===== src/rtl/fir_stream_pkg.sv =====
// rtl/fir_stream_pkg.sv - shared types and helpers for the FIR stream sink
package fir_stream_pkg;

    typedef enum logic {
        PRIME = 1'b0,
        RUN   = 1'b1
    } state_t;

    localparam int DEFAULT_DATA_W = 14;

    // Two's complement to offset binary is a flip of the sign bit at position width-1.
    function automatic logic [31:0] to_offset_bin(input logic [31:0] sample, input int width);
        return sample ^ (32'd1 << (width - 1));
    endfunction

endpackage


===== src/rtl/sync_fifo.sv =====
// rtl/sync_fifo.sv - first-word-fall-through synchronous FIFO with occupancy count
module sync_fifo #(
    parameter int DATA_W = 14,
    parameter int DEPTH  = 16
) (
    input  logic                     clk,
    input  logic                     reset_n,
    input  logic                     push,
    input  logic                     pop,
    input  logic [DATA_W-1:0]        din,
    output logic [DATA_W-1:0]        dout,
    output logic [$clog2(DEPTH):0]   fill
);
    localparam int AW = $clog2(DEPTH);
    localparam int FW = AW + 1;

    logic [DATA_W-1:0] mem [DEPTH];
    logic [AW-1:0]     wr_ptr;
    logic [AW-1:0]     rd_ptr;

    // Storage array; the caller only pushes when there is room (or a pop frees a slot this cycle).
    always_ff @(posedge clk) begin
        if (push) begin
            mem[wr_ptr] <= din;
        end
    end

    // Pointers wrap naturally modulo DEPTH; fill tracks occupancy 0..DEPTH.
    always_ff @(posedge clk or negedge reset_n) begin
        if (!reset_n) begin
            wr_ptr <= '0;
            rd_ptr <= '0;
            fill   <= '0;
        end else begin
            if (push) begin
                wr_ptr <= wr_ptr + AW'(1);
            end
            if (pop) begin
                rd_ptr <= rd_ptr + AW'(1);
            end
            case ({push, pop})
                2'b10:   fill <= fill + FW'(1);
                2'b01:   fill <= fill - FW'(1);
                default: fill <= fill;
            endcase
        end
    end

    assign dout = mem[rd_ptr];

endmodule


===== src/rtl/fir_stream_sink.sv =====
// rtl/fir_stream_sink.sv - buffers FIR output beats and replays them at a fixed pace
module fir_stream_sink
    import fir_stream_pkg::*;
#(
    parameter int DATA_W = DEFAULT_DATA_W,
    parameter int DEPTH  = 16,
    parameter int AFULL  = 12,
    parameter int PACE   = 2
) (
    input  logic                     clk,
    input  logic                     reset_n,
    input  logic [DATA_W-1:0]        ast_sink_data,
    input  logic                     ast_sink_valid,
    input  logic [1:0]               ast_sink_error,
    output logic                     ast_sink_ready,
    output logic [DATA_W-1:0]        out_data,
    output logic                     out_strobe,
    output logic                     out_underflow,
    output logic [$clog2(DEPTH):0]   fill_level,
    output logic [15:0]              err_count,
    output logic [15:0]              drop_count
);
    localparam int FW = $clog2(DEPTH) + 1;
    localparam int CW = (PACE > 1) ? $clog2(PACE) : 1;

    state_t            state;
    state_t            state_nxt;
    logic [CW-1:0]     pace_cnt;
    logic [CW-1:0]     pace_nxt;
    logic              tick;
    logic              pop;
    logic              push;
    logic              underflow_nxt;
    logic              beat_good;
    logic              beat_err;
    logic              beat_drop;
    logic [FW-1:0]     fill;
    logic [FW-1:0]     fill_nxt;
    logic [DATA_W-1:0] fifo_dout;

    assign fill_level = fill;

    // Error beats are rejected before the full check so they never count as drops.
    assign beat_err  = ast_sink_valid && (ast_sink_error != 2'b00);
    assign beat_good = ast_sink_valid && (ast_sink_error == 2'b00);
    assign push      = beat_good && ((fill != FW'(DEPTH)) || pop);
    assign beat_drop = beat_good && !push;
    assign fill_nxt  = fill + FW'(push) - FW'(pop);

    sync_fifo #(
        .DATA_W (DATA_W),
        .DEPTH  (DEPTH)
    ) u_fifo (
        .clk     (clk),
        .reset_n (reset_n),
        .push    (push),
        .pop     (pop),
        .din     (ast_sink_data),
        .dout    (fifo_dout),
        .fill    (fill)
    );

    // Pacing FSM: wait in PRIME until half full, then pop one sample per PACE cycles.
    always_comb begin
        state_nxt     = state;
        pace_nxt      = '0;
        tick          = 1'b0;
        pop           = 1'b0;
        underflow_nxt = 1'b0;
        if (state == PRIME) begin
            if (fill >= FW'(DEPTH / 2)) begin
                state_nxt = RUN;
            end
        end else begin
            tick     = (pace_cnt == CW'(PACE - 1));
            pace_nxt = tick ? '0 : pace_cnt + CW'(1);
            if (tick) begin
                if (fill != '0) begin
                    pop = 1'b1;
                end else begin
                    underflow_nxt = 1'b1;
                    state_nxt     = PRIME;
                end
            end
        end
    end

    // Registered outputs, FSM state, ready flag and saturating statistics.
    always_ff @(posedge clk or negedge reset_n) begin
        if (!reset_n) begin
            state          <= PRIME;
            pace_cnt       <= '0;
            out_data       <= {1'b1, {(DATA_W-1){1'b0}}};
            out_strobe     <= 1'b0;
            out_underflow  <= 1'b0;
            ast_sink_ready <= 1'b0;
            err_count      <= '0;
            drop_count     <= '0;
        end else begin
            state          <= state_nxt;
            pace_cnt       <= pace_nxt;
            out_strobe     <= pop;
            out_underflow  <= underflow_nxt;
            ast_sink_ready <= (fill_nxt < FW'(AFULL));
            if (pop) begin
                out_data <= DATA_W'(to_offset_bin(32'(fifo_dout), DATA_W));
            end
            if (beat_err && (err_count != 16'hFFFF)) begin
                err_count <= err_count + 16'd1;
            end
            if (beat_drop && (drop_count != 16'hFFFF)) begin
                drop_count <= drop_count + 16'd1;
            end
        end
    end

endmodule

===== config.mk =====
export PLATFORM = sky130hd
export DESIGN_NAME = fir_stream_sink
export DESIGN_NICKNAME = d
export VERILOG_FILES = /design/src/rtl/fir_stream_pkg.sv /design/src/rtl/sync_fifo.sv /design/src/rtl/fir_stream_sink.sv
export SDC_FILE = /design/constraint.sdc
export NUM_CORES = 1
export LEC_CHECK = 0
export ABC_AREA = 1
export BUFFER_PORTS_ARGS = -buffer_cell sky130_fd_sc_hd__buf_2
export CAP_MARGIN = 20
export CORE_ASPECT_RATIO = 0.7
export CORE_UTILIZATION = 23
export DETAILED_ROUTE_END_ITERATION = 8
export MAX_ROUTING_LAYER = met4
export PLACE_DENSITY = 0.34
export REMOVE_ABC_BUFFERS = 1
export SYNTH_ARGS = -nofsm -noshare
export SYNTH_HDL_FRONTEND = slang
export SYNTH_SLANG_ARGS = --single-unit

===== constraint.sdc =====
create_clock -name clk -period 4.6 [get_ports clk]
set_input_delay 0.23 -clock clk [delete_from_list [all_inputs] [get_ports clk]]
set_output_delay 0.23 -clock clk [all_outputs]
set_load 0.03 [all_outputs]

; Yosys cells after proc, flatten, opt, wreduce, memory -nomap -nowiden
; Memory sizes are Yosys's and may differ from the RTL's.
; Cells that the tools add are included.
[totals]
ff_bits = 64
mem_bits_rw = 224
input_bits = 19
out_inout_bits = 54
elab_cells = 55
n_memories = 1
[op_classes]
n_addsub = 9
n_lt_le_gt_ge = 2
eq_ne = 5
n_mux = 14
bitwise = 1
n_reduce_logical = 12
[memory_table]
columns = memory, words, width, rd, rd_clocked_by_memory_dff, wr, line_no
row1 = u_fifo.mem, 16, 14, 1, 0, 1, sync_fifo.sv:17  ; logic [DATA_W-1:0] mem [DEPTH];
[op_table]
columns = op, n
row1 = $add 16x1->16 const B, 2
row2 = $ne 16x16->1 const B, 2
row3 = $mux 1, 13
row4 = $pmux 5 s2, 1
row5 = $add 4x1->4 const B, 2
row6 = $logic_and 1x1->1, 6
row7 = $add 5x1->5, 1
row8 = $add 5x1->5 const B, 1
row9 = $ge 5x4->1 const B, 1
row10 = $lt 5x4->1 const B, 1
row11 = $ne 5x5->1 const B, 1
row12 = $reduce_bool 5->1, 1
row13 = $sub 5x1->5, 1
row14 = $sub 5x1->5 const B, 1
row15 = $reduce_bool 2->1, 2
row16 = $eq 2x1->1 const B, 1
row17 = $eq 2x2->1 const B, 1
row18 = $logic_not 2->1, 1
row19 = $add 1x1->1 const B, 1
row20 = $logic_not 1->1, 1
row21 = $logic_or 1x1->1, 1
row22 = $not 1->1, 1

; Logic depth before layout (Yosys ltp)
[depth]
depth_word = 9
mapped_depth = 20
ltp_nobuf = 19

; By module
; Synthesis repeated with hierarchy kept, for this count alone.
[hier_totals]
hier_cells = 1225
area_unflattened_um2 = 12787.3
[modules_own_cells]
columns = module, instances, cells_per_inst, area_per_inst_um2, seq_area_each_um2
row1 = sync_fifo, 1, 813, 9811.9, 7051.8
row2 = fir_stream_sink, 1, 412, 2975.4, 1277.5

; Worst setup path before layout
; Ideal clock, no wire load.
[synth_path]
path_type = flip-flop to flip-flop
startpoint = register u_fifo.fill[2]
endpoint = register u_fifo.fill[4]
setup_ps = 113
arrival_ps = 2400
path_slack_ps = 2087
path_stages_with_launch = 19
path_buffers = 0
period_less_slack_ps = 2513
path_cell_list = dfrtp_1 inv_1 ha_1 inv_1 nor2_2 nand2_1 nand2_2 inv_1 nand2_1 inv_1 ha_1 inv_1 o21ai_0 a21oi_1 or2_2 nand2_1 nand2_1 nand2_1 inv_1
[synth_via]
elab_chain_len = 8
word_cells_on_any_way = 13
cone_classes = add/sub (2) / eq/ne (3) / mux (4) / reduce/logical (4)
[synth_lines]
columns = element, line_no
row1 = start: declaration, sync_fifo.sv:12  ; output logic [$clog2(DEPTH):0] fill
row2 = start signal: assignment, sync_fifo.sv:42  ; 2'b10: fill <= fill + FW'(1);
row3 = start signal: assignment, sync_fifo.sv:43  ; 2'b01: fill <= fill - FW'(1);
row4 = start signal: assignment, sync_fifo.sv:44  ; default: fill <= fill;
row5 = $reduce_bool 5->1, fir_stream_sink.sv:78  ; if (fill != '0) begin
row6 = $mux 1, fir_stream_sink.sv:78
row7 = $mux 1, fir_stream_sink.sv:77  ; if (tick) begin
row8 = $mux 1, fir_stream_sink.sv:70  ; if (state == PRIME) begin
row9 = $logic_or 1x1->1, fir_stream_sink.sv:46  ; assign push = beat_good && ((fill != FW'(DEPTH)) || pop);
row10 = $logic_and 1x1->1, fir_stream_sink.sv:46
row11 = $eq 2x1->1 / $eq 2x2->1 (equally long branches), sync_fifo.sv:41  ; case ({push, pop})
row12 = $pmux 5 s2 / $reduce_bool 2->1 (equally long branches), -
; Several ways; a longest one is shown, not always the timed one.
; A chain may end at the register's enable or synchronous reset.

; Worst setup path after layout
[layout_path]
startpoint = register u_fifo.fill[3]
endpoint = register u_fifo.fill[4]
; The elaborated chain is that of the path after synthesis.

==> flow_summary.toml <==
[yosys]
seq_area_frac_synth_pct = 67.21
syn_area_mm2 = 0.01239
synth_cells = 1098
synth.distinct_cells = 33
synth_warnings = 0
synth_area_per_cell_um2 = 11.29
ys_ff_latch = 288

[clock_tree]
clk_pin_slew_ns = 0.06
insertion_delay_ns = 0.58
clock-sinks = 288
h-tree-depth = 1
clock-root-buffer = "clkbuf_16"
cts_tree = "done"
clk_path_buf_depth = 3
cts-buffers-inserted = 31

[placed_design]
gp_congestion = 0.7658
io_buffers = 72
dp_cells = 1863
dp_hpwl_um = 21600
post-place-ws_ns = 1.613

[sta]
finalCritPeriodShare_pct = 64.05
holdWs_ns = 0.05632
min_period_ns = 2.946
clock.fmax_mhz = 339.4
fin_skew_ns = 0.01848
finalMaxSlewViolations = 0
relSlewSlack_pct = 38.32
worst_slew_pin_slew_ns = 0.9252
setup_ws_ns = 1.654
setup_tns_ns = 0
setup_viol = 0
hold_violations = 0
rsz0062_at_grt = "no"

[grt]
antenna_found_initial = 0
first_global_vias = 7989
grt_pass1_wl_um = 52750
grt_max_degree = 80
gr-total-overflow = 0
grtUsageTotal_pct = 13.12

[worst_setup_path]
cp_common_cell = "inv_1"
startpoint_type = "flip-flop"
r2r-end = "u_fifo.fill[4]$_DFFE_PN0P_"
critPathRequiredTime_ns = 5.06
critPathTopFamily = "simple AND/OR/NAND/NOR gates"
critPathSlowestCell = "dfrtp_1"
crit_fanout = 17
crit_end = "u_fifo.fill[4]$_DFFE_PN0P_"
cp-end-kind = "flip-flop"
timing.rr.start = "u_fifo.fill[3]$_DFFE_PN0P_"
reg2reg_depth = 18
crit_buf_inv = 6
critical-path-max-stage-delay_ns = 0.42
critPathKind = "reg -> reg"
crit_chain = "inv_1 -> ha_1 -> inv_1 -> nor2_2 -> nand2_1 -> nand2_2 -> inv_1 -> nand2_1 -> inv_1 -> ha_1 -> inv_1 -> o21ai_0 -> a21oi_1 -> or2_2 -> nand2_1 -> nand2_1 -> nand2_1 -> inv_1"
rrSetupSlack_ns = 1.65
cp_num_cells = 18
cp_data_arrival_time_ns = 3.41
crit_start = "u_fifo.fill[3]$_DFFE_PN0P_"

[floorplanning]
die_h_um = 196.2
core_mm2 = 0.05273
fp.dieW_um = 279.4
initial_utilization_pct = 23.50
ios = 73
die-area_mm2 = 0.05483
rows = 70

[power_and_ir_drop]
combPwrFrac_pct = 33.2
intPower_mw = 5.451
ir_worst_vdd_uv = 398.7
pwr-share-clk_pct = 28.1
power_leakage_nw = 5.376
switching_power_mw = 3.521
power_density_mw_per_mm2 = 611.9
power.share.switching_pct = 39.24
seqPwrFrac_pct = 38.7

[finish]
syn2layout_area_growth_pct = 18.30
fillers = 5554
final_cell_mix = "edfxtp_1 (224), nor2_1 (191), nand2_1 (161)"
antenna_cells = 0
fin_util_pct = 27.81
final_common_cell = "edfxtp_1"
drive_above_1_share_pct = 15.96
finalNonFillerCells = 1923
nets = 1216

[route]
post_drt_wl_per_cell_um = 18.10
routed_wl_um = 34820
dr.pass1.iters = 4
dr_total_vias = 8058
viasPerCell = 4.190
ant_nets = 0
drc_errors = 0
drtIter0Drc = 679

[worst_hold_path]
hp-class = "in -> reg"
min-delay-start = "ast_sink_data[5]"

[job]
maxCapViolations = 0

[run_status]
status = "finished, final reports clean"
[registers in the layout, indices dropped and copies added, names as in the netlist]
signal          cells
u_fifo.wr_ptr       4
u_fifo.fill         5
drop_count         16
pace_cnt            1
out_strobe          1
out_data           14
out_underflow       1
u_fifo.rd_ptr       4
ast_sink_ready      1
state               1
u_fifo.mem        224
err_count          16
[power groups by stage]
stage	sequential (mW)	clock [mW]	combinational [mW]
global placement	3.54	0	3.05
CTS	3.48	2.63	3.04
global route	3.51	2.70	3.37
finish	3.47	2.52	2.98
floorplan	3.76	0	1.63
detailed placement	3.53	0	3.03
[synth_stat cells (all sizes together)]
cell,n,area (um^2)
nand3b,2,15.01
ha,17,212.7
nand2,166,635.6
or2,1,6.260
fa,1,20.02
o21ai,132,709.4
buf,31,234.0
a31oi,2,12.51
xor2,27,236.5
nor3,15,85.08
xnor2,7,61.31
dfrtp,63,1577
dfstp,1,26.28
nand4,5,31.28
clkbuf,19,71.32
a21oi,4,20.02
edfxtp,224,6726
nor2,208,783.3
o211ai,52,390.4
nand3,62,315.3
inv,59,224.0
[stage by stage]
step	power, mW	area [um^2]
3_3_place_gp	6.587	13530
2_1_floorplan	5.396	12090
4_1_cts	9.150	14630
3_5_place_dp	6.566	13620
6_report	8.971	14660
5_1_grt	9.589	14660
[layout make-up]
class                   instances  area (um^2)  share of cell area (%)
clock buffers                  36        794.5                   5.419
inverters                      59        225.2                   1.536
well taps                     720        900.9                   6.144
repair buffers                 98        620.6                   4.233
multi-input cells             701         3575                   24.38
flip-flops and latches        288         8337                   56.86
clock inverters                21        209.0                   1.425
[cell families after synthesis]
group | count (synthesis) | share of synthesized area [%]
flip-flops | 288 | 67.21
adder cells (fa/ha/maj) | 18 | 1.878
XOR/XNOR | 34 | 2.403
buffers and inverters | 109 | 4.271
AND/OR/NAND/NOR | 459 | 15.10
AO/OA/AOI/OAI | 190 | 9.137
[timing repair]
action                    in CTS  in global routing
gates resized for setup        0                  0
hold endpoints to repair      25                  0
hold buffers                   1                  0
buffers inserted               0                  0
[metal layers]
layer  track usage [%]  up-vias  routed length [um]  part of all wire [%]
li1                  -     3975                   -                     -
met1             20.22     3940               19060                    55
met2             17.95       98               14100                    41
met3             1.834       45                1028                   3.0
met4             2.672        0                 624                   1.8
met5                 -        -                   0                     0
[worst min path at each step]
stage / to / slack [ns] / cells after the start
3_5_place_dp: err_count[10]$_DFFE_PN0P_ / 0.18 / 1
3_3_place_gp: err_count[9]$_DFFE_PN0P_ / 0.19 / 1
4_1_cts: u_fifo.mem[14][10]$_DFFE_PP_ / 0.02 / 1
5_1_grt: u_fifo.mem[6][6]$_DFFE_PP_ / 0.03 / 1
6_report: u_fifo.mem[5][5]$_DFFE_PP_ / 0.06 / 1
2_1_floorplan: ast_sink_ready$_DFF_PN0_ / -0.07 / 0
No activity file was read; power rests on OpenSTA's default activity.
